`config.mk`:
```
export PLATFORM = sky130hd
export DESIGN_NAME = sl_fifo_wr_arbiter_flat
export DESIGN_NICKNAME = d
export VERILOG_FILES = /design/src/rtl/sl_fifo_pkg.sv /design/src/rtl/sl_fifo_wr_arbiter_if.sv /design/src/rtl/sl_rr_pick.sv /design/src/rtl/sl_fifo_wr_arbiter.sv /design/src/flat_wrapper.sv
export SDC_FILE = /design/constraint.sdc
export NUM_CORES = 1
export LEC_CHECK = 0
export ABC_AREA = 1
export CAP_MARGIN = 20
export CORE_MARGIN = 2
export CORE_UTILIZATION = 40
export DETAILED_ROUTE_END_ITERATION = 7
export PLACE_DENSITY = 0.87
export SYNTH_ARGS = -nofsm -noshare
export SYNTH_HDL_FRONTEND = slang
export SYNTH_HIERARCHICAL = 1
export SYNTH_SLANG_ARGS = --single-unit
```
`constraint.sdc`:
```
create_clock -name clk -period 2 [get_ports clk]
set_input_delay 0.3 -clock clk [delete_from_list [all_inputs] [get_ports clk]]
set_output_delay 0.3 -clock clk [all_outputs]
set_load 0.01 [all_outputs]
```
`src/rtl/sl_fifo_pkg.sv`:
```
// Shared types for the FIFO write arbiter slice.
//   WORD_W      : FIFO word width (2-bit tag + 32-bit payload)
//   fifo_tag_e  : word tag values carried in the top two bits
//   fifo_word_t : packed {tag, payload} view of one FIFO word
//   arb_state_e : arbiter lock state
package sl_fifo_pkg;

   localparam int WORD_W = 34;

   typedef enum logic [1:0] {
      TAG_CONFIG  = 2'd0,
      TAG_DATA    = 2'd1,
      TAG_STATUS  = 2'd2,
      TAG_CHANNEL = 2'd3
   } fifo_tag_e;

   typedef struct packed {
      fifo_tag_e   tag;
      logic [31:0] payload;
   } fifo_word_t;

   typedef enum logic {
      ARB_IDLE = 1'b0,
      ARB_LOCK = 1'b1
   } arb_state_e;

endpackage

```
`src/rtl/sl_fifo_wr_arbiter_if.sv`:
```
// Requester and FIFO-side bundle of the FIFO write arbiter.
//   req_valid/req_data/req_last : per-requester word offer (slice i of req_data)
//   req_ready                   : per-requester accept strobe
//   fifo_write_full             : FIFO back-pressure
//   fifo_write_data/inc         : registered word and push strobe toward the FIFO
//   grant_id/busy/timeout_err   : arbitration status
// master : requesters + FIFO (drive offers and full flag)
// slave  : the arbiter
interface sl_fifo_wr_arbiter_if #(
   parameter int N_REQ  = 4,
   parameter int WORD_W = sl_fifo_pkg::WORD_W
);

   localparam int GID_W = $clog2(N_REQ);

   logic [N_REQ-1:0]        req_valid;
   logic [N_REQ*WORD_W-1:0] req_data;
   logic [N_REQ-1:0]        req_last;
   logic [N_REQ-1:0]        req_ready;
   logic                    fifo_write_full;
   logic [WORD_W-1:0]       fifo_write_data;
   logic                    fifo_write_inc;
   logic [GID_W-1:0]        grant_id;
   logic                    busy;
   logic                    timeout_err;

   modport master (
      output req_valid, req_data, req_last, fifo_write_full,
      input  req_ready, fifo_write_data, fifo_write_inc, grant_id, busy, timeout_err
   );

   modport slave (
      input  req_valid, req_data, req_last, fifo_write_full,
      output req_ready, fifo_write_data, fifo_write_inc, grant_id, busy, timeout_err
   );

endinterface

```
`src/rtl/sl_rr_pick.sv`:
```
// Combinational rotating priority encoder.
//   req   : request vector
//   start : index with highest priority; priority falls off upward, wrapping
//   idx   : first set request at or after start (modulo N_REQ)
//   hit   : any request set
module sl_rr_pick #(
   parameter int N_REQ = 4,
   parameter int GID_W = $clog2(N_REQ)
) (
   input  logic [N_REQ-1:0] req,
   input  logic [GID_W-1:0] start,
   output logic [GID_W-1:0] idx,
   output logic             hit
);

   logic [GID_W-1:0] pos;

   always_comb begin
      idx = start;
      pos = '0;
      hit = |req;
      // Walk from the farthest candidate back toward start so the nearest set bit is written last.
      for (int i = N_REQ - 1; i >= 0; i--) begin
         pos = GID_W'((int'(start) + i) % N_REQ);
         if (req[pos]) begin
            idx = pos;
         end
      end
   end

endmodule

```
`src/rtl/sl_fifo_wr_arbiter.sv`:
```
// Round-robin arbiter sharing one FIFO write port between N_REQ requesters.
// A granted burst is locked until its last word, and a one-entry output
// register decouples the FIFO full flag from requester timing.
//   clk  : system clock
//   rst  : asynchronous, active-high reset (drops any pending output word)
//   bus  : sl_fifo_wr_arbiter_if.slave (requester offers, FIFO port, status)
// Optional build macro SL_ARB_TIMEOUT_EN: releases a lock after TIMEOUT
// consecutive cycles without an owner word and pulses timeout_err.
module sl_fifo_wr_arbiter
   import sl_fifo_pkg::*;
#(
   parameter int N_REQ   = 4,
   parameter int WORD_W  = sl_fifo_pkg::WORD_W,
   parameter int TIMEOUT = 16
) (
   input logic                 clk,
   input logic                 rst,
   sl_fifo_wr_arbiter_if.slave bus
);

   localparam int               GID_W   = $clog2(N_REQ);
   localparam logic [GID_W-1:0] LAST_ID = GID_W'(N_REQ - 1);

   if (N_REQ < 2 || N_REQ > 8) begin : g_bad_n_req
      $error("sl_fifo_wr_arbiter: N_REQ must be 2..8");
   end
   if (TIMEOUT < 2) begin : g_bad_timeout
      $error("sl_fifo_wr_arbiter: TIMEOUT must be at least 2");
   end

   arb_state_e        state_q;
   logic [GID_W-1:0]  owner_q;
   logic [GID_W-1:0]  rr_q;
   logic [GID_W-1:0]  pick_idx;
   logic [GID_W-1:0]  next_rr;
   logic              pick_hit;
   logic              slot_free;
   logic              owner_vld;
   logic              accept;
   logic              accept_last;
   logic [N_REQ-1:0]  ready;
   logic [WORD_W-1:0] req_word [N_REQ];
   logic [WORD_W-1:0] owner_word;
   logic              vld_p1;
   logic [WORD_W-1:0] data_p1;

`ifdef SL_ARB_TIMEOUT_EN
   localparam int               CNT_W   = $clog2(TIMEOUT);
   localparam logic [CNT_W-1:0] CNT_MAX = CNT_W'(TIMEOUT - 1);

   logic [CNT_W-1:0] idle_cnt_q;
   logic             timeout_err_q;
`endif

   for (genvar g = 0; g < N_REQ; g++) begin : g_unpack
      assign req_word[g] = bus.req_data[g*WORD_W +: WORD_W];
   end

   sl_rr_pick #(
      .N_REQ (N_REQ),
      .GID_W (GID_W)
   ) u_pick (
      .req   (bus.req_valid),
      .start (rr_q),
      .idx   (pick_idx),
      .hit   (pick_hit)
   );

   // Stage p0: owner selection and accept decision
   assign owner_vld   = bus.req_valid[owner_q];
   assign owner_word  = req_word[owner_q];
   assign slot_free   = !vld_p1 || !bus.fifo_write_full;
   assign accept      = (state_q == ARB_LOCK) && owner_vld && slot_free;
   assign accept_last = accept && bus.req_last[owner_q];
   assign next_rr     = (owner_q == LAST_ID) ? '0 : owner_q + 1'b1;

   always_comb begin
      ready = '0;
      ready[owner_q] = accept;
   end

   always_ff @(posedge clk or posedge rst) begin
      if (rst) begin
         state_q       <= ARB_IDLE;
         owner_q       <= '0;
         rr_q          <= '0;
`ifdef SL_ARB_TIMEOUT_EN
         idle_cnt_q    <= '0;
         timeout_err_q <= 1'b0;
`endif
      end else begin
`ifdef SL_ARB_TIMEOUT_EN
         timeout_err_q <= 1'b0;
`endif
         case (state_q)
            ARB_IDLE: begin
`ifdef SL_ARB_TIMEOUT_EN
               idle_cnt_q <= '0;
`endif
               // Grant only; the first word is taken in the following cycle.
               if (pick_hit) begin
                  owner_q <= pick_idx;
                  state_q <= ARB_LOCK;
               end
            end
            ARB_LOCK: begin
               if (accept_last) begin
                  state_q <= ARB_IDLE;
                  rr_q    <= next_rr;
               end
`ifdef SL_ARB_TIMEOUT_EN
               if (accept) begin
                  idle_cnt_q <= '0;
               end else if (!owner_vld) begin
                  if (idle_cnt_q == CNT_MAX) begin
                     state_q       <= ARB_IDLE;
                     rr_q          <= next_rr;
                     timeout_err_q <= 1'b1;
                     idle_cnt_q    <= '0;
                  end else begin
                     idle_cnt_q <= idle_cnt_q + 1'b1;
                  end
               end
`endif
            end
            default: state_q <= ARB_IDLE;
         endcase
      end
   end

   // Stage p1: one-entry output register toward the FIFO
   always_ff @(posedge clk or posedge rst) begin
      if (rst) begin
         vld_p1  <= 1'b0;
         data_p1 <= '0;
      end else if (accept) begin
         vld_p1  <= 1'b1;
         data_p1 <= owner_word;
      end else if (!bus.fifo_write_full) begin
         vld_p1  <= 1'b0;
      end
   end

   assign bus.req_ready       = ready;
   assign bus.fifo_write_data = data_p1;
   assign bus.fifo_write_inc  = vld_p1 && !bus.fifo_write_full;
   assign bus.grant_id        = owner_q;
   assign bus.busy            = (state_q == ARB_LOCK);
`ifdef SL_ARB_TIMEOUT_EN
   assign bus.timeout_err     = timeout_err_q;
`else
   assign bus.timeout_err     = 1'b0;
`endif

endmodule

```
`src/flat_wrapper.sv`:
```
// flat-port wrapper written by rule: the top's interface ports become plain ports
module sl_fifo_wr_arbiter_flat import sl_fifo_pkg::*;
#(
   parameter int N_REQ   = 4,
   parameter int WORD_W  = sl_fifo_pkg::WORD_W,
   parameter int TIMEOUT = 16
)
  (clk, rst, bus_req_valid, bus_req_data, bus_req_last, bus_fifo_write_full, bus_req_ready, bus_fifo_write_data, bus_fifo_write_inc, bus_grant_id, bus_busy, bus_timeout_err);
  sl_fifo_wr_arbiter_if #(.N_REQ(N_REQ), .WORD_W(WORD_W)) bus_i ();
  input logic clk;
  input logic rst;
  input wire logic [$bits(bus_i.req_valid)-1:0] bus_req_valid;
  input wire logic [$bits(bus_i.req_data)-1:0] bus_req_data;
  input wire logic [$bits(bus_i.req_last)-1:0] bus_req_last;
  input wire logic [$bits(bus_i.fifo_write_full)-1:0] bus_fifo_write_full;
  output wire logic [$bits(bus_i.req_ready)-1:0] bus_req_ready;
  output wire logic [$bits(bus_i.fifo_write_data)-1:0] bus_fifo_write_data;
  output wire logic [$bits(bus_i.fifo_write_inc)-1:0] bus_fifo_write_inc;
  output wire logic [$bits(bus_i.grant_id)-1:0] bus_grant_id;
  output wire logic [$bits(bus_i.busy)-1:0] bus_busy;
  output wire logic [$bits(bus_i.timeout_err)-1:0] bus_timeout_err;
  assign bus_i.req_valid = bus_req_valid;
  assign bus_i.req_data = bus_req_data;
  assign bus_i.req_last = bus_req_last;
  assign bus_i.fifo_write_full = bus_fifo_write_full;
  assign bus_req_ready = bus_i.req_ready;
  assign bus_fifo_write_data = bus_i.fifo_write_data;
  assign bus_fifo_write_inc = bus_i.fifo_write_inc;
  assign bus_grant_id = bus_i.grant_id;
  assign bus_busy = bus_i.busy;
  assign bus_timeout_err = bus_i.timeout_err;
  sl_fifo_wr_arbiter #(.N_REQ(N_REQ), .WORD_W(WORD_W), .TIMEOUT(TIMEOUT)) u_core (.clk(clk), .rst(rst), .bus(bus_i));
endmodule
```
==> results of run 1 <==
## logic make-up (layout without fill, tap and decap cells)
| family | Yosys count | count (layout) | share of synthesized area |
|---|---|---|---|
| AO/OA/AOI/OAI | 140 | 140 | 0.272 |
| adder cells (fa/ha/maj) | 4 | 4 | 0.0166 |
| buffers and inverters | 95 | 273 | 0.150 |
| flip-flops | 40 | 40 | 0.332 |
| other | 1 | 1 | 0.00124 |
| AND/OR/NAND/NOR | 176 | 176 | 0.229 |
## synth_stat cells, drive strengths merged
library cell,n
nand4,2
nand2,86
ha,4
nor2,77
dfrtp,40
clkbuf,14
inv,61
a21oi,3
o21ai,103
buf,20
nand3,11
o22ai,34
conb,1
## stage by stage
stage                      util  hold WS [ps]  total power [mW]
after floorplan               -           470              4.63
after global placement    0.677           465              6.10
after detailed placement  0.677           467              6.28
after CTS                 0.692           476              6.89
after global routing      0.693           503              7.46
final                     0.693           454              6.86
## worst max-delay path, delay by kind of cell
| kind | cells | cell delay, ps |
|---|---|---|
| buffers and inverters | 3 | 820 |
| and+or+nand+nor | 5 | 460 |
## repair_timing
action | 4_1_cts | 5_1_grt
resized for setup | 5 | 1
cloned | 0 | 0
endpoints found under the hold margin | 0 | 0
buffers inserted | 2 | 0
endpoints found under the setup margin | 4 | 1
## per-layer routing
layer  part of all wire  vias to the layer above  track usage
li1                   -                     1838            -
met1               0.39                     1654        0.271
met2               0.51                      169        0.455
met3              0.085                       16       0.0543
met5                  0                        -            0
met4              0.017                        0       0.0732
## flip-flops by register name, summed over array words and instances, names as in the netlist
name and count:
u_core/bus.fifo_write_data 34, u_core/bus.grant_id 2, u_core/bus.busy 1, u_core/vld_p1 1, u_core/rr_q 2
## final timing paths
kind / to / slack, ps
setup / recovery: bus_req_ready[3] / 120
hold reg to reg: u_core/bus.fifo_write_data[16]$_DFFE_PP0P_ / 480
min in group clk: u_core/bus.fifo_write_data[16]$_DFFE_PP0P_ / 480
max in group asynchronous: u_core/bus.grant_id[0]$_DFFE_PP0P_ / 1160
setup reg to reg: u_core/bus.fifo_write_data[24]$_DFFE_PP0P_ / 220
hold / removal: u_core/bus.fifo_write_data[1]$_DFFE_PP0P_ / 450
## power breakdown
part           total [mW]  leakage, nW  switching (mW)  internal, mW
logic                4.79         1.77            2.67          2.11
clock network       0.569       0.0503           0.262         0.307
registers            1.51        0.491           0.283          1.22
total                6.86         2.31            3.22          3.64
## final cells by class
cell class / count / area [sq um] / area share
clock buffers: 7 / 96.3 / 0.0191
repair buffers: 205 / 2020 / 0.401
multi-input cells: 321 / 1570 / 0.311
inverters: 61 / 234 / 0.0463
well taps: 99 / 124 / 0.0245
flip-flops and latches: 40 / 1000 / 0.198
==> impl_metrics.xml, run 1 <==
<?xml version="1.0" encoding="UTF-8"?>
<metrics>
  <group name="status">
    <metric name="run_status" unit="">complete, no violations</metric>
  </group>
  <group name="cells_and_area">
    <metric name="final_common_cell" unit="">sky130_fd_sc_hd__clkdlybuf4s50_1</metric>
    <metric name="fin_cells" unit="">733</metric>
    <metric name="insertedDiodeCount" unit="">0</metric>
    <metric name="n_fill_cell" unit="">610</metric>
    <metric name="finalNetCount" unit="">785</metric>
    <metric name="post_route_cells_drive_above_1_share" unit="">0.0868</metric>
    <metric name="final_design_area_no_fill" unit="sq mm">0.00505</metric>
    <metric name="synthesis_to_layout_area_growth" unit="%">67.6</metric>
    <metric name="mostFrequentLayoutCells" unit="">sky130_fd_sc_hd__clkdlybuf4s50_1, sky130_fd_sc_hd__nand2_1, sky130_fd_sc_hd__nor2_1, sky130_fd_sc_hd__o21ai_0, sky130_fd_sc_hd__inv_1</metric>
  </group>
  <group name="synthesis">
    <metric name="netlist.area_leader.share" unit="">0.332</metric>
    <metric name="netlist_instances" unit="">456</metric>
    <metric name="netlist-cell-type-count" unit="">21</metric>
    <metric name="synth-seq-cells" unit="">40</metric>
    <metric name="post_synth_instance_area" unit="sq mm">0.00301</metric>
    <metric name="synth_nets" unit="">607</metric>
    <metric name="yosysWarningCount" unit="">6</metric>
    <metric name="ys_seq_area_frac" unit="">0.332</metric>
    <metric name="synth_area_leader_cell" unit="">sky130_fd_sc_hd__dfrtp_1</metric>
    <metric name="post_synth_main_area_contributors" unit="">sky130_fd_sc_hd__dfrtp_1, sky130_fd_sc_hd__o21ai_0, sky130_fd_sc_hd__nand2_1, sky130_fd_sc_hd__nor2_1, sky130_fd_sc_hd__o22ai_1</metric>
    <metric name="synthesis.area_per_instance" unit="sq um">6.61</metric>
  </group>
  <group name="clocking">
    <metric name="cts_hold_buffers" unit="">0</metric>
    <metric name="numCtsBuffers" unit="">5</metric>
    <metric name="cts_tree" unit="">done</metric>
    <metric name="clk_path_buf_depth" unit="">2</metric>
    <metric name="insertion_delay" unit="ps">280</metric>
    <metric name="clkSinkCount" unit="">40</metric>
    <metric name="htree_num_levels" unit="">2</metric>
    <metric name="clockRootBuffer" unit="">sky130_fd_sc_hd__clkbuf_8</metric>
    <metric name="clk_pin_slew" unit="ps">70</metric>
  </group>
  <group name="floorplanning">
    <metric name="die-area" unit="sq mm">0.00824</metric>
    <metric name="initial_utilization" unit="">0.413</metric>
    <metric name="rows" unit="">31</metric>
    <metric name="die_h" unit="microns">90.8</metric>
    <metric name="core_region_area" unit="sq mm">0.00729</metric>
    <metric name="die_x" unit="microns">90.8</metric>
    <metric name="num_io_pins" unit="">190</metric>
  </group>
  <group name="grt">
    <metric name="grt_pass1_vias" unit="">3469</metric>
    <metric name="grt.overflow.total" unit="">0</metric>
    <metric name="number_of_antenna_violations_at_the_first_check_in_global_routing" unit="">0</metric>
    <metric name="global_route_wire_length_before_repair" unit="microns">16200</metric>
    <metric name="global_route.usage.total" unit="">0.242</metric>
    <metric name="pin_count_of_the_biggest_net_entering_global_routing" unit="">50</metric>
  </group>
  <group name="placed_design">
    <metric name="placed_cells_incl_taps" unit="">724</metric>
    <metric name="port_buffers" unit="">188</metric>
    <metric name="hpwlAfterDp" unit="microns">8110</metric>
    <metric name="dpl_cell_area" unit="sq mm">0.00494</metric>
    <metric name="gp_routability_congestion" unit="">0.842</metric>
    <metric name="post_placement_setup_slack" unit="ps">-157</metric>
  </group>
  <group name="setup_path">
    <metric name="slowest_delay" unit="ps">480</metric>
    <metric name="worstSetupEndpointType" unit="">primary output</metric>
    <metric name="cp_dominant_cell_by_count" unit="">sky130_fd_sc_hd__nand2_1</metric>
    <metric name="path_max_fanout" unit="">5</metric>
    <metric name="worst_ep_arrival_time" unit="ps">1580</metric>
    <metric name="worstSetupStartpoint" unit="">bus_req_valid[3]</metric>
    <metric name="rr_startpoint" unit="">u_core/bus.grant_id[0]$_DFFE_PP0P_</metric>
    <metric name="path_class" unit="">in -&gt; out</metric>
    <metric name="critPathLaunchType" unit="">primary input</metric>
    <metric name="critical_path_required" unit="ps">1700</metric>
    <metric name="critical_path.cell_chain" unit="">clkdlybuf4s50_1 &gt; inv_1 &gt; nand2_1 &gt; nand3_1 &gt; nand2_1 &gt; nand3_4 &gt; nor2_1 &gt; dlygate4sd2_1</metric>
    <metric name="reg2reg_depth" unit="">9</metric>
    <metric name="crit_slowest_cell" unit="">sky130_fd_sc_hd__clkdlybuf4s50_1</metric>
  </group>
  <group name="drt">
    <metric name="iteration_count_of_the_initial_detailed_routing_pass" unit="">5</metric>
    <metric name="detail_route.wirelength" unit="microns">10300</metric>
    <metric name="route.detailed.vias_per_inst" unit="">5.02</metric>
    <metric name="num_vias" unit="">3677</metric>
    <metric name="drtAntennaViolNets" unit="">0</metric>
    <metric name="initialDrtViolationCount" unit="">117</metric>
    <metric name="detail_route.drc_violations" unit="">0</metric>
    <metric name="detailed_route_wire_length_per_cell" unit="microns">14.1</metric>
  </group>
  <group name="timing">
    <metric name="hold_viol_final" unit="">0</metric>
    <metric name="setup_viol_count_final" unit="">0</metric>
    <metric name="final.period_utilization" unit="">0.942</metric>
    <metric name="maxClockFrequency" unit="MHz">531</metric>
    <metric name="fin_crit" unit="ps">1880</metric>
    <metric name="final_max_slew_viol_count" unit="">0</metric>
    <metric name="post-route-worst-setup-slack" unit="ps">115</metric>
    <metric name="grt_setup_unrepaired" unit="">no</metric>
    <metric name="finalSetupTns" unit="ps">0</metric>
    <metric name="timing.clock.skew" unit="ps">5.79</metric>
    <metric name="worst-slew-pin-transition" unit="ps">522</metric>
    <metric name="maxSlewHeadroom" unit="">0.652</metric>
  </group>
  <group name="flow_run">
    <metric name="max-cap-violations" unit="">0</metric>
  </group>
  <group name="pwr">
    <metric name="max-vdd-ir-drop" unit="mV">0.636</metric>
    <metric name="p_leak" unit="nW">2.31</metric>
    <metric name="power-per-cell-area" unit="mW/mm^2">1360</metric>
  </group>
  <group name="min_path">
    <metric name="worst_hold_path_type" unit="">in -&gt; async</metric>
  </group>
</metrics>
Note: power is estimated with default switching activity, not from simulation.
==> run 2: changes to the inputs <==
--- a/config.mk
+++ b/config.mk
@@ -15,3 +15,4 @@
 export SYNTH_HDL_FRONTEND = slang
 export SYNTH_HIERARCHICAL = 1
 export SYNTH_SLANG_ARGS = --single-unit
+export TNS_END_PERCENT = 5
==> impl_metrics.xml, run 2 (synthesis gave the netlist of run 1 again) <==
<?xml version="1.0" encoding="UTF-8"?>
<metrics>
  <group name="status">
    <metric name="run_status" unit="">complete, no violations</metric>
  </group>
  <group name="grt">
    <metric name="global_route.usage.total" unit="">0.242</metric>
    <metric name="pin_count_of_the_biggest_net_entering_global_routing" unit="">50</metric>
    <metric name="grt.overflow.total" unit="">0</metric>
    <metric name="number_of_antenna_violations_at_the_first_check_in_global_routing" unit="">0</metric>
    <metric name="global_route_wire_length_before_repair" unit="microns">16200</metric>
    <metric name="grt_pass1_vias" unit="">3468</metric>
  </group>
  <group name="timing">
    <metric name="setup_viol_count_final" unit="">0</metric>
    <metric name="worst-slew-pin-transition" unit="ps">513</metric>
    <metric name="timing.clock.skew" unit="ps">5.55</metric>
    <metric name="hold_viol_final" unit="">0</metric>
    <metric name="final.period_utilization" unit="">0.945</metric>
    <metric name="grt_setup_unrepaired" unit="">no</metric>
    <metric name="maxSlewHeadroom" unit="">0.658</metric>
    <metric name="maxClockFrequency" unit="MHz">529</metric>
    <metric name="final_max_slew_viol_count" unit="">0</metric>
    <metric name="fin_crit" unit="ps">1890</metric>
  </group>
  <group name="drt">
    <metric name="detailed_route_wire_length_per_cell" unit="microns">14.0</metric>
    <metric name="drtAntennaViolNets" unit="">0</metric>
    <metric name="detail_route.drc_violations" unit="">0</metric>
    <metric name="initialDrtViolationCount" unit="">150</metric>
    <metric name="detail_route.wirelength" unit="microns">10300</metric>
    <metric name="iteration_count_of_the_initial_detailed_routing_pass" unit="">6</metric>
    <metric name="num_vias" unit="">3647</metric>
    <metric name="route.detailed.vias_per_inst" unit="">4.98</metric>
  </group>
  <group name="cells_and_area">
    <metric name="flip_flop_count_of_the_largest_register_all_copies_and_words_added" unit="">34</metric>
    <metric name="mostFrequentLayoutCells" unit="">sky130_fd_sc_hd__clkdlybuf4s50_1, sky130_fd_sc_hd__nand2_1, sky130_fd_sc_hd__nor2_1, sky130_fd_sc_hd__o21ai_0, sky130_fd_sc_hd__inv_1</metric>
    <metric name="post_route_cells_drive_above_1_share" unit="">0.0853</metric>
    <metric name="final_common_cell" unit="">sky130_fd_sc_hd__clkdlybuf4s50_1</metric>
    <metric name="finalNetCount" unit="">784</metric>
    <metric name="synthesis_to_layout_area_growth" unit="%">67.5</metric>
    <metric name="fin_cells" unit="">732</metric>
    <metric name="finalCoreUtilization" unit="">0.692</metric>
    <metric name="insertedDiodeCount" unit="">0</metric>
    <metric name="final_design_area_no_fill" unit="sq mm">0.00505</metric>
    <metric name="n_fill_cell" unit="">611</metric>
  </group>
  <group name="floorplanning">
    <metric name="die_h" unit="microns">90.8</metric>
    <metric name="die_x" unit="microns">90.8</metric>
    <metric name="num_io_pins" unit="">190</metric>
    <metric name="rows" unit="">31</metric>
    <metric name="core_region_area" unit="sq mm">0.00729</metric>
    <metric name="die-area" unit="sq mm">0.00824</metric>
    <metric name="initial_utilization" unit="">0.413</metric>
  </group>
  <group name="clocking">
    <metric name="insertion_delay" unit="ps">280</metric>
    <metric name="clockRootBuffer" unit="">sky130_fd_sc_hd__clkbuf_8</metric>
    <metric name="cts_tree" unit="">done</metric>
    <metric name="htree_num_levels" unit="">2</metric>
    <metric name="clkSinkCount" unit="">40</metric>
    <metric name="numCtsBuffers" unit="">5</metric>
    <metric name="clk_pin_slew" unit="ps">70</metric>
    <metric name="clk_path_buf_depth" unit="">2</metric>
  </group>
  <group name="setup_path">
    <metric name="path_max_fanout" unit="">5</metric>
    <metric name="path_class" unit="">in -&gt; out</metric>
    <metric name="critPathLaunchType" unit="">primary input</metric>
    <metric name="worstSetupEndpointType" unit="">primary output</metric>
    <metric name="critical_path_required" unit="ps">1700</metric>
    <metric name="rr_startpoint" unit="">u_core/bus.grant_id[0]$_DFFE_PP0P_</metric>
    <metric name="worst_ep_arrival_time" unit="ps">1590</metric>
    <metric name="worstSetupStartpoint" unit="">bus_req_valid[3]</metric>
  </group>
  <group name="min_path">
    <metric name="worst_hold_path_type" unit="">in -&gt; async</metric>
  </group>
  <group name="placed_design">
    <metric name="dpl_cell_area" unit="sq mm">0.00494</metric>
    <metric name="hpwlAfterDp" unit="microns">8110</metric>
    <metric name="gp_routability_congestion" unit="">0.842</metric>
    <metric name="placed_cells_incl_taps" unit="">724</metric>
    <metric name="port_buffers" unit="">188</metric>
  </group>
  <group name="pwr">
    <metric name="p_leak" unit="nW">2.31</metric>
    <metric name="max-vdd-ir-drop" unit="mV">0.641</metric>
    <metric name="power-per-cell-area" unit="mW/mm^2">1360</metric>
  </group>
  <group name="flow_run">
    <metric name="max-cap-violations" unit="">0</metric>
  </group>
</metrics>
## run 2: cell count changes in the layout (fill, tap and decap cells not counted), sizes merged
| cell | previous run | this run |
|---|---|---|
| buf | 17 | 16 |
## run 2: cell type report
class | instances | area, sq um | share of cell area
Multi-Input combinational cell | 321 | 1570 | 0.311
Inverter | 61 | 234 | 0.0464
Tap cell | 99 | 124 | 0.0245
Sequential cell | 40 | 1000 | 0.199
Timing Repair Buffer | 204 | 2020 | 0.400
Clock buffer | 7 | 96.3 | 0.0191
## run 2: worst paths after layout
check | to | slack, ps | cells after the start
max | bus_req_ready[3] | 110 | 8
min | u_core/bus.fifo_write_data[1]$_DFFE_PP0P_ | 450 | 3
max reg2reg | u_core/bus.fifo_write_data[24]$_DFFE_PP0P_ | 220 | 9
min reg2reg | u_core/bus.fifo_write_data[16]$_DFFE_PP0P_ | 480 | 2
max in group asynchronous | u_core/bus.grant_id[0]$_DFFE_PP0P_ | 1170 | 3
min in group clk | u_core/bus.fifo_write_data[16]$_DFFE_PP0P_ | 480 | 2
## run 2: worst max-delay path: stages
cell and delay, ps:
sky130_fd_sc_hd__clkdlybuf4s50_1 480, sky130_fd_sc_hd__inv_1 50, sky130_fd_sc_hd__nand2_1 60, sky130_fd_sc_hd__nand3_1 70
sky130_fd_sc_hd__nand2_1 130, sky130_fd_sc_hd__nand3_4 100, sky130_fd_sc_hd__nor2_1 120, sky130_fd_sc_hd__dlygate4sd2_1 290
## run 2: through the flow
stage	power, mW	setup WS, ps	hold WS (ps)	TNS, ps
CTS	6.89	62.0	476	0
global placement	6.10	-80.8	465	-312
finish	6.85	109	451	0
detailed placement	6.28	-157	467	-489
floorplan	4.63	360	470	0
global route	7.45	16.0	503	0
## run 2: where the power goes
part	switching (mW)	internal [mW]	total (mW)	leakage, nW
Combinational	2.66	2.10	4.77	1.76
Sequential	0.290	1.22	1.51	0.491
Clock	0.260	0.307	0.567	0.0503
## run 2: repair_timing
action | 4_1_cts | 5_1_grt
gates resized for setup | 6 | 1
setup endpoints to repair | 4 | 1
gates cloned | 0 | 0
setup buffers | 1 | 0
hold buffers | 0 | 0
## run 2: layer usage
layer  GRT usage  vias to the layer above  part of all wire
met5           0                        -                 0
met4      0.0732                        0             0.016
met3      0.0543                       14             0.083
met2       0.451                      170              0.51
met1       0.273                     1632              0.39
li1            -                     1831                 -
==> run 3: changes to the inputs <==
--- a/config.mk
+++ b/config.mk
@@ -10,7 +10,7 @@
 export CORE_MARGIN = 2
 export CORE_UTILIZATION = 40
 export DETAILED_ROUTE_END_ITERATION = 7
-export PLACE_DENSITY = 0.87
+export PLACE_DENSITY = 0.95
 export SYNTH_ARGS = -nofsm -noshare
 export SYNTH_HDL_FRONTEND = slang
 export SYNTH_HIERARCHICAL = 1
==> impl_metrics.xml, run 3 (synthesis gave the netlist of run 1 again) <==
<?xml version="1.0" encoding="UTF-8"?>
<metrics>
  <group name="cells_and_area">
    <metric name="insertedDiodeCount" unit="">0</metric>
    <metric name="area_occupied_by_registers" unit="sq mm">0.00100</metric>
    <metric name="mostFrequentLayoutCells" unit="">sky130_fd_sc_hd__clkdlybuf4s50_1, sky130_fd_sc_hd__nand2_1, sky130_fd_sc_hd__nor2_1, sky130_fd_sc_hd__o21ai_0, sky130_fd_sc_hd__inv_1</metric>
    <metric name="flip_flop_count_of_the_largest_register_all_copies_and_words_added" unit="">34</metric>
    <metric name="final_design_area_no_fill" unit="sq mm">0.00508</metric>
    <metric name="post_route_cells_drive_above_1_share" unit="">0.0895</metric>
    <metric name="final_common_cell" unit="">sky130_fd_sc_hd__clkdlybuf4s50_1</metric>
    <metric name="synthesis_to_layout_area_growth" unit="%">68.5</metric>
    <metric name="finalNetCount" unit="">787</metric>
    <metric name="multi_input_comb_area" unit="sq mm">0.00157</metric>
    <metric name="n_fill_cell" unit="">582</metric>
  </group>
  <group name="pwr">
    <metric name="p_leak" unit="nW">2.32</metric>
    <metric name="share_seq_of_total_power" unit="">0.220</metric>
    <metric name="total_power" unit="mW">6.90</metric>
    <metric name="switchingPower" unit="mW">3.25</metric>
    <metric name="p_int" unit="mW">3.65</metric>
    <metric name="combPwrFrac" unit="">0.702</metric>
    <metric name="pwr-share-clk" unit="">0.079</metric>
    <metric name="max-vdd-ir-drop" unit="mV">0.601</metric>
    <metric name="power-per-cell-area" unit="mW/mm^2">1360</metric>
    <metric name="p_sw_frac" unit="">0.471</metric>
  </group>
  <group name="timing">
    <metric name="timing.clock.skew" unit="ps">6.02</metric>
    <metric name="final.period_utilization" unit="">0.955</metric>
    <metric name="hold_viol_final" unit="">0</metric>
    <metric name="maxClockFrequency" unit="MHz">524</metric>
    <metric name="fin_crit" unit="ps">1910</metric>
    <metric name="final_max_slew_viol_count" unit="">0</metric>
    <metric name="setup_viol_count_final" unit="">0</metric>
    <metric name="grt_setup_unrepaired" unit="">no</metric>
  </group>
  <group name="clocking">
    <metric name="clk_path_buf_depth" unit="">2</metric>
    <metric name="clockRootBuffer" unit="">sky130_fd_sc_hd__clkbuf_8</metric>
    <metric name="numCtsBuffers" unit="">5</metric>
    <metric name="clk_pin_slew" unit="ps">70</metric>
    <metric name="cts_hold_buffers" unit="">0</metric>
    <metric name="insertion_delay" unit="ps">280</metric>
    <metric name="cts_tree" unit="">done</metric>
    <metric name="htree_num_levels" unit="">2</metric>
    <metric name="clkSinkCount" unit="">40</metric>
  </group>
  <group name="grt">
    <metric name="global_route_wire_length_before_repair" unit="microns">16400</metric>
    <metric name="global_route.usage.total" unit="">0.245</metric>
    <metric name="grt_pass1_vias" unit="">3664</metric>
    <metric name="globalRouteMet2Util" unit="">0.465</metric>
    <metric name="groute.layer.met1.usage" unit="">0.249</metric>
    <metric name="number_of_antenna_violations_at_the_first_check_in_global_routing" unit="">0</metric>
    <metric name="pin_count_of_the_biggest_net_entering_global_routing" unit="">40</metric>
    <metric name="globalRoute.busiestLayer" unit="">met2</metric>
    <metric name="grt.overflow.total" unit="">0</metric>
    <metric name="grt_util_met3" unit="">0.0718</metric>
  </group>
  <group name="setup_path">
    <metric name="timing.reg2reg.setup_slack" unit="ps">130</metric>
    <metric name="r2r_end" unit="">u_core/bus.fifo_write_data[17]$_DFFE_PP0P_</metric>
    <metric name="worstSetupStartpoint" unit="">bus_req_valid[3]</metric>
    <metric name="path_max_fanout" unit="">5</metric>
    <metric name="worstSetupEndpointType" unit="">primary output</metric>
    <metric name="worst_ep_arrival_time" unit="ps">1610</metric>
    <metric name="worstSetupEndpoint" unit="">bus_req_ready[2]</metric>
    <metric name="critical_path_required" unit="ps">1700</metric>
    <metric name="critPathLaunchType" unit="">primary input</metric>
    <metric name="path_class" unit="">in -&gt; out</metric>
    <metric name="reg2reg_depth" unit="">9</metric>
    <metric name="rr_startpoint" unit="">u_core/bus.grant_id[0]$_DFFE_PP0P_</metric>
  </group>
  <group name="placed_design">
    <metric name="hpwlAfterDp" unit="microns">8250</metric>
    <metric name="dpl_cell_area" unit="sq mm">0.00496</metric>
    <metric name="port_buffers" unit="">188</metric>
    <metric name="gp_routability_congestion" unit="">0.828</metric>
  </group>
  <group name="drt">
    <metric name="detail_route.drc_violations" unit="">0</metric>
    <metric name="route.detailed.vias_per_inst" unit="">5.04</metric>
    <metric name="iteration_count_of_the_initial_detailed_routing_pass" unit="">5</metric>
    <metric name="detailed_route_wire_length_per_cell" unit="microns">14.2</metric>
    <metric name="initialDrtViolationCount" unit="">156</metric>
    <metric name="drtAntennaViolNets" unit="">0</metric>
    <metric name="detail_route.wirelength" unit="microns">10400</metric>
    <metric name="num_vias" unit="">3709</metric>
  </group>
  <group name="floorplanning">
    <metric name="core_region_area" unit="sq mm">0.00729</metric>
    <metric name="initial_utilization" unit="">0.413</metric>
    <metric name="rows" unit="">31</metric>
    <metric name="die_h" unit="microns">90.8</metric>
    <metric name="num_io_pins" unit="">190</metric>
    <metric name="die-area" unit="sq mm">0.00824</metric>
    <metric name="die_x" unit="microns">90.8</metric>
  </group>
  <group name="min_path">
    <metric name="worst_hold_path_type" unit="">in -&gt; async</metric>
  </group>
  <group name="flow_run">
    <metric name="max-cap-violations" unit="">0</metric>
  </group>
  <group name="status">
    <metric name="run_status" unit="">complete, no violations</metric>
  </group>
</metrics>
[run 3: critical path: stages]
cell,delay (ps)
sky130_fd_sc_hd__clkdlybuf4s50_1,480
sky130_fd_sc_hd__inv_1,60
sky130_fd_sc_hd__nand2_1,70
sky130_fd_sc_hd__nand3_1,90
sky130_fd_sc_hd__nand2_1,130
sky130_fd_sc_hd__nand3_4,100
sky130_fd_sc_hd__nor2_1,110
sky130_fd_sc_hd__dlygate4sd2_1,270
[run 3: area by class of cell]
cell class / count / share of cell area
multi-input combinational: 321 / 0.309
sequential: 40 / 0.198
timing repair buffer: 207 / 0.405
inverter: 61 / 0.0461
tap: 99 / 0.0244
clock buffer: 8 / 0.0177
[run 3: power by group through the flow]
stage | Combinational, mW | Sequential [mW] | Clock, mW
3_3_place_gp | 4.54 | 1.53 | 0
5_1_grt | 5.32 | 1.57 | 0.605
6_report | 4.84 | 1.51 | 0.543
3_5_place_dp | 4.75 | 1.54 | 0
2_1_floorplan | 3.01 | 1.62 | 0
4_1_cts | 4.84 | 1.51 | 0.566
[run 3: worst min path at each step]
| stage | start | end | cells past startpoint |
|---|---|---|---|
| floorplan | bus_fifo_write_full | u_core/vld_p1$_DFFE_PP0P_ | 2 |
| global placement | u_core/bus.fifo_write_data[25]$_DFFE_PP0P_ | u_core/bus.fifo_write_data[25]$_DFFE_PP0P_ | 2 |
| detailed placement | u_core/bus.fifo_write_data[31]$_DFFE_PP0P_ | u_core/bus.fifo_write_data[31]$_DFFE_PP0P_ | 2 |
| CTS | rst | u_core/bus.fifo_write_data[28]$_DFFE_PP0P_ | 2 |
| global route | rst | u_core/bus.fifo_write_data[28]$_DFFE_PP0P_ | 2 |
| finish | rst | u_core/bus.fifo_write_data[28]$_DFFE_PP0P_ | 2 |
[run 3: timing repair]
action / 4_1_cts / 5_1_grt
gates resized for setup: 8 / 0
endpoints found under the setup margin: 4 / 0
setup buffers: 3 / 0
[run 3: metrics by stage]
| stage | hold WS (ps) | TNS, ps | setup WS [ps] | instances | utilization |
|---|---|---|---|---|---|
| after detailed placement | 468 | -424 | -111 | 725 | 0.680 |
| after global placement | 464 | -313 | -81.9 | 725 | 0.680 |
| after floorplan | 470 | 0 | 360 | 456 | - |
| after CTS | 338 | 0 | 124 | 736 | 0.696 |
| after global routing | 350 | 0 | 7.68 | 736 | 0.696 |
| final | 333 | 0 | 90.1 | 736 | 0.696 |
[run 3: routing by layer]
metal	vias up	routed length (microns)
met5	-	0
met4	0	303
met3	29	926
met2	176	5410
met1	1671	3790
li1	1833	-
==> patch 1 (config.mk and constraints of run 1) <==
`N_REQ` is set to 4 in 4 places; all go to 2.
--- a/src/rtl/sl_fifo_wr_arbiter_if.sv
+++ b/src/rtl/sl_fifo_wr_arbiter_if.sv
@@ -8,5 +8,5 @@
 // slave  : the arbiter
 interface sl_fifo_wr_arbiter_if #(
-   parameter int N_REQ  = 4,
+   parameter int N_REQ  = 2,
    parameter int WORD_W = sl_fifo_pkg::WORD_W
 );
--- a/src/rtl/sl_rr_pick.sv
+++ b/src/rtl/sl_rr_pick.sv
@@ -5,5 +5,5 @@
 //   hit   : any request set
 module sl_rr_pick #(
-   parameter int N_REQ = 4,
+   parameter int N_REQ = 2,
    parameter int GID_W = $clog2(N_REQ)
 ) (
--- a/src/rtl/sl_fifo_wr_arbiter.sv
+++ b/src/rtl/sl_fifo_wr_arbiter.sv
@@ -10,5 +10,5 @@
    import sl_fifo_pkg::*;
 #(
-   parameter int N_REQ   = 4,
+   parameter int N_REQ   = 2,
    parameter int WORD_W  = sl_fifo_pkg::WORD_W,
    parameter int TIMEOUT = 16
--- a/src/flat_wrapper.sv
+++ b/src/flat_wrapper.sv
@@ -2,5 +2,5 @@
 module sl_fifo_wr_arbiter_flat import sl_fifo_pkg::*;
 #(
-   parameter int N_REQ   = 4,
+   parameter int N_REQ   = 2,
    parameter int WORD_W  = sl_fifo_pkg::WORD_W,
    parameter int TIMEOUT = 16
Interface: changed (5 resized); port bits go from 190 to 115. The function was not compared with the original's and may differ.
==> patch 1 against run 1 <==
Largest cell class unchanged. Area after synthesis down 35%. Final cell count down 35%. Non-clock buffer count down 81. Count of clock-buffer cells in the layout unchanged. Critical path type unchanged. Worst setup slack better by 0.042 ns. Sequential cell count down 2. Routed wire length down 51%. Power down 36%. Final area down 35%.
==> patch 1: results (changes against run 1) <==
Sw Pwr: 1.75 mW (-46%)
crit-path max FO: 4 (-1)
synth top area cells: dfrtp_1, nand2_1, buf_6
capture point of the worst path: bus_req_ready[1]
routed wire length: 5120 µm (-51%)
wire per inst: 10.7 µm (-24%)
Avg Cell Area, Syn: 6.73 µm² (+1.9%)
first-pass GRT wire length: 8280 µm (-49%)
total track usage: 19.2% (-5.0 points)
outcome: complete, no violations
DR vias: 2110 (-43%)
DRT iter0 DRCs: 104 (-11%)
distinct cell type count after synthesis: 13 (-38%)
sequential fraction of the synthesis area: 48.2% (+15 points)
vias in the first global route: 2000 (-42%)
WHS: 0.427 ns (-0.0266 ns)
synth cell count leaders: nand2_1, dfrtp_1, buf_2, nor2_1, inv_1
R2R Setup Slk: 0.32 ns (+0.10 ns)
cts bufs inserted: 5 (unchanged)
VDD IR max: 0.992 mV (+56%)
RD Place Congestion: 0.782 (-7.1%)
clk_skew: 0.00320 ns (-0.00260 ns)
Worst Path Arrival: 1.54 ns (-0.04 ns)
clk buf depth: 2 (unchanged)
IO Port Bufs: 113 (-40%)
largest net degree at the start of global routing: 39 (-22%)
RR Startpoint: u_core/bus.grant_id$_DFFE_PP0P_
Fillers: 409 (-33%)
Leak: 1.72 nW (-26%)
Final Critical Period: 1.84 ns (-0.0415 ns)
Setup Buffers After CTS: 0 (-2)
share of cells above drive strength 1: 5.13% (-3.5 points)
Net Count, Synth: 368 (-39%)
r2r worst-path depth: 8 (-1)
dpl cell area: 3170 µm² (-36%)
worst reg2reg endpoint: u_core/bus.fifo_write_data[12]$_DFFE_PP0P_
worst setup path start: bus_req_valid[1]
dpl cells: 468 (-35%)
number of iterations in the first detailed-routing pass: 4 (-1)
layout net count: 483 (-38%)
DP Worst Slack: -0.152 ns (+0.00485 ns)
Post-synth ARST share: 100% (unchanged)
dpl hpwl: 3840 µm (-53%)
==> patch 1: changes by cell type after synthesis, moves of 20 or more <==
cell	change
nand2_1	+134
o21ai_0	-71
nor2_1	-70
inv_1	-49
o22ai_1	-34
o21ai_2	-20
==> patch 1: routing by layer <==
metal  up-vias  part of all wire [%]  GRT usage (%)
met4         0                   1.8           6.75
met5         -                     0              0
met2        75                    48           35.7
met1       928                    42           21.0
li1       1098                     -              -
met3         9                   8.3           5.28
==> patch 1: repair_timing <==
action | in CTS | in global routing
endpoints found under the hold margin | 0 | 0
resized for setup | 6 | 0
setup endpoints to repair | 2 | 0
==> patch 1: power groups by stage <==
stage | Sequential (mW) | Clock [mW] | Combinational, mW
finish | 1.34 | 0.518 | 2.52
CTS | 1.35 | 0.531 | 2.56
global route | 1.39 | 0.561 | 2.85
detailed placement | 1.35 | 0 | 2.54
global placement | 1.33 | 0 | 2.50
floorplan | 1.49 | 0 | 1.26
==> patch 1: final cells by class <==
type / instances / area (µm²) / area share [%]
flip-flops and latches: 38 / 951 / 29.1
well taps: 67 / 83.8 / 2.56
clock inverters: 1 / 5.00 / 0.153
multi-input cells: 232 / 887 / 27.1
inverters: 7 / 26.3 / 0.803
clock buffers: 7 / 86.3 / 2.64
repair buffers: 124 / 1230 / 37.6
==> patch 1: worst register-to-register path, cell delays in order (launching register included) <==
cell     delay [ns]
dfrtp_1        0.45
nor2_1         0.21
nor2_2         0.08
nand2_2        0.10
buf_4          0.34
inv_2          0.11
buf_4          0.18
nand2_1        0.06
nand2_1        0.05
==> patch 1: logic make-up after synthesis <==
logic type / count (synthesis) / share of synthesized area [%]
buf+inv: 23 / 7.10
simple gates: 228 / 43.8
compound gates: 3 / 0.761
other cells: 1 / 0.190
flops: 38 / 48.2
==> patch 2 (flow settings as in run 1) <==
Made on the original files. Make the reset (`rst`) synchronous in 2 clocked blocks. Comments in the files are not updated.
--- a/src/rtl/sl_fifo_wr_arbiter.sv
+++ b/src/rtl/sl_fifo_wr_arbiter.sv
@@ -80,5 +80,5 @@
    end
 
-   always_ff @(posedge clk or posedge rst) begin
+   always_ff @(posedge clk) begin
       if (rst) begin
          state_q       <= ARB_IDLE;
@@ -130,5 +130,5 @@
 
    // Stage p1: one-entry output register toward the FIFO
-   always_ff @(posedge clk or posedge rst) begin
+   always_ff @(posedge clk) begin
       if (rst) begin
          vld_p1  <= 1'b0;
Check against the original RTL: differs if rst is asserted again (counterexample within 4 cycles, from zero or initial values and one cycle with rst high); with rst held inactive, the same outputs for 10 cycles.
==> patch 2 against run 1 <==
Sequential share of layout area fell by 3.3 points. Sequential cell count did not move. Via count rose by 3.8%. Final area fell by 3.4%. Non-clock buffer count fell by 2. First-iteration DRC count fell by 2.6%. Worst hold slack got worse by 0.0099 ns. Worst setup slack improved by 0.013 ns. Routed wire length fell by 5.8%. Count of clock-buffer cells in the layout fell by 1. Area after synthesis fell by 3.5%.
Power is not compared: it rests on default switching activity, and its combinational part moved more than twofold at a synthesized area within 25%.
==> patch 2: results (changes against run 1) <==
outcome: complete, no violations
worst setup path start: bus_req_valid[1]
worst reg2reg endpoint: u_core/rr_q[1]$_SDFFE_PP0P_
share of cells above drive strength 1: 4.93% (-3.7 points)
synth cell count leaders: nor2_1, o21ai_0, inv_1
clk_skew: 0.00506 ns (-0.000738 ns)
Crit path largest cell delay: 0.50 ns (+0.02 ns)
distinct cell type count after synthesis: 22 (+4.8%)
vias in the first global route: 3412 (-1.6%)
R2R Setup Slk: 0.29 ns (+0.07 ns)
DP Worst Slack: -0.127 ns (+0.0294 ns)
Post-synth ARST share: 0% (-100 points)
IO Port Bufs: 188 (unchanged)
GR Util met2: 44.0% (-1.4 points)
first-pass GRT wire length: 14800 µm (-8.7%)
Slew Limit Headroom: 60.6% (-4.6 points)
dpl hpwl: 7390 µm (-8.8%)
Net Count, Synth: 646 (+6.4%)
Final Critical Period: 1.87 ns (-0.0130 ns)
routed length on met1: 3810 µm (-4.6%)
total track usage: 23.3% (-0.96 points)
M1 GR Usage: 24.6% (-2.5 points)
Worst Path Arrival: 1.57 ns
number of iterations in the first detailed-routing pass: 4 (-1)
dpl cells: 761 (+5.1%)
Logic power comb: 1.48 mW
Clk pin slew, worst setup/hold paths: 0.07 ns (about the same)
DRT iter0 DRCs: 114 (-2.6%)
RR Startpoint: u_core/bus.grant_id[0]$_SDFFE_PP0P_
Avg Cell Area, Syn: 5.87 µm² (-11%)
hold path depth: 2
Top FF cell, synth: dfxtp_1
DR vias: 3818 (+3.8%)
synth top area cells: dfxtp_1, nor2_1, o21ai_0
Synth Area in Adders: 1.72% (+0.060 points)
ant diodes: 0 (unchanged)
Compound-Gate Fraction of Synth Area: 30.6% (+3.5 points)
wire per inst: 12.7 µm (-10%)
WL met3: 801 µm (-9.1%)
Min-Delay Startpoint: u_core/bus.fifo_write_data[24]$_SDFFE_PP0P_
largest net degree at the start of global routing: 63 (+26%)
capture point of the worst path: bus_req_ready[0]
sequential fraction of the synthesis area: 27.5% (-5.7 points)
met3 Usage GRT: 5.45% (+0.022 points)
layout net count: 820 (+4.5%)
RD Place Congestion: 0.902 (+7.2%)
Leak: 1.99 nW
Min-Delay Path Class: register to register
WL met2: 4930 µm (-6.9%)
DR top layer: met4
Largest register FFs: 34 (unchanged)
Non-Filler Instances: 768 (+4.8%)
patch 2: cell count changes after synthesis, sizes merged, moves of 34 or more:
cell,change
dfrtp,-40
dfxtp,+40
nand2,-39
nor2,+38
a21oi,+36
o21ai,+36
o22ai,-34
patch 2: layout make-up:
cell class / instances / area, µm²
inverters: 62 / 240
clock buffers: 6 / 72.6
multi-input cells: 357 / 1640
fillers: 641 / 2260
well taps: 99 / 124
flip-flops and latches: 40 / 806
clock inverters: 1 / 5.00
repair buffers: 203 / 1990
patch 2: what timing repair did:
item	4_1_cts	5_1_grt
endpoints found under the setup margin	4	3
hold endpoints to repair	0	0
pin swaps	0	0
hold buffers	0	0
setup buffers	0	0
gates resized for setup	6	1
patch 2: stage by stage:
step	power, mW	instance area [µm²]	hold WS, ns
2_1_floorplan	1.84	2910	0.369
3_5_place_dp	2.48	4800	0.435
6_report	2.97	4880	0.444
5_1_grt	3.22	4880	0.462
3_3_place_gp	2.44	4800	0.431
4_1_cts	2.99	4870	0.447
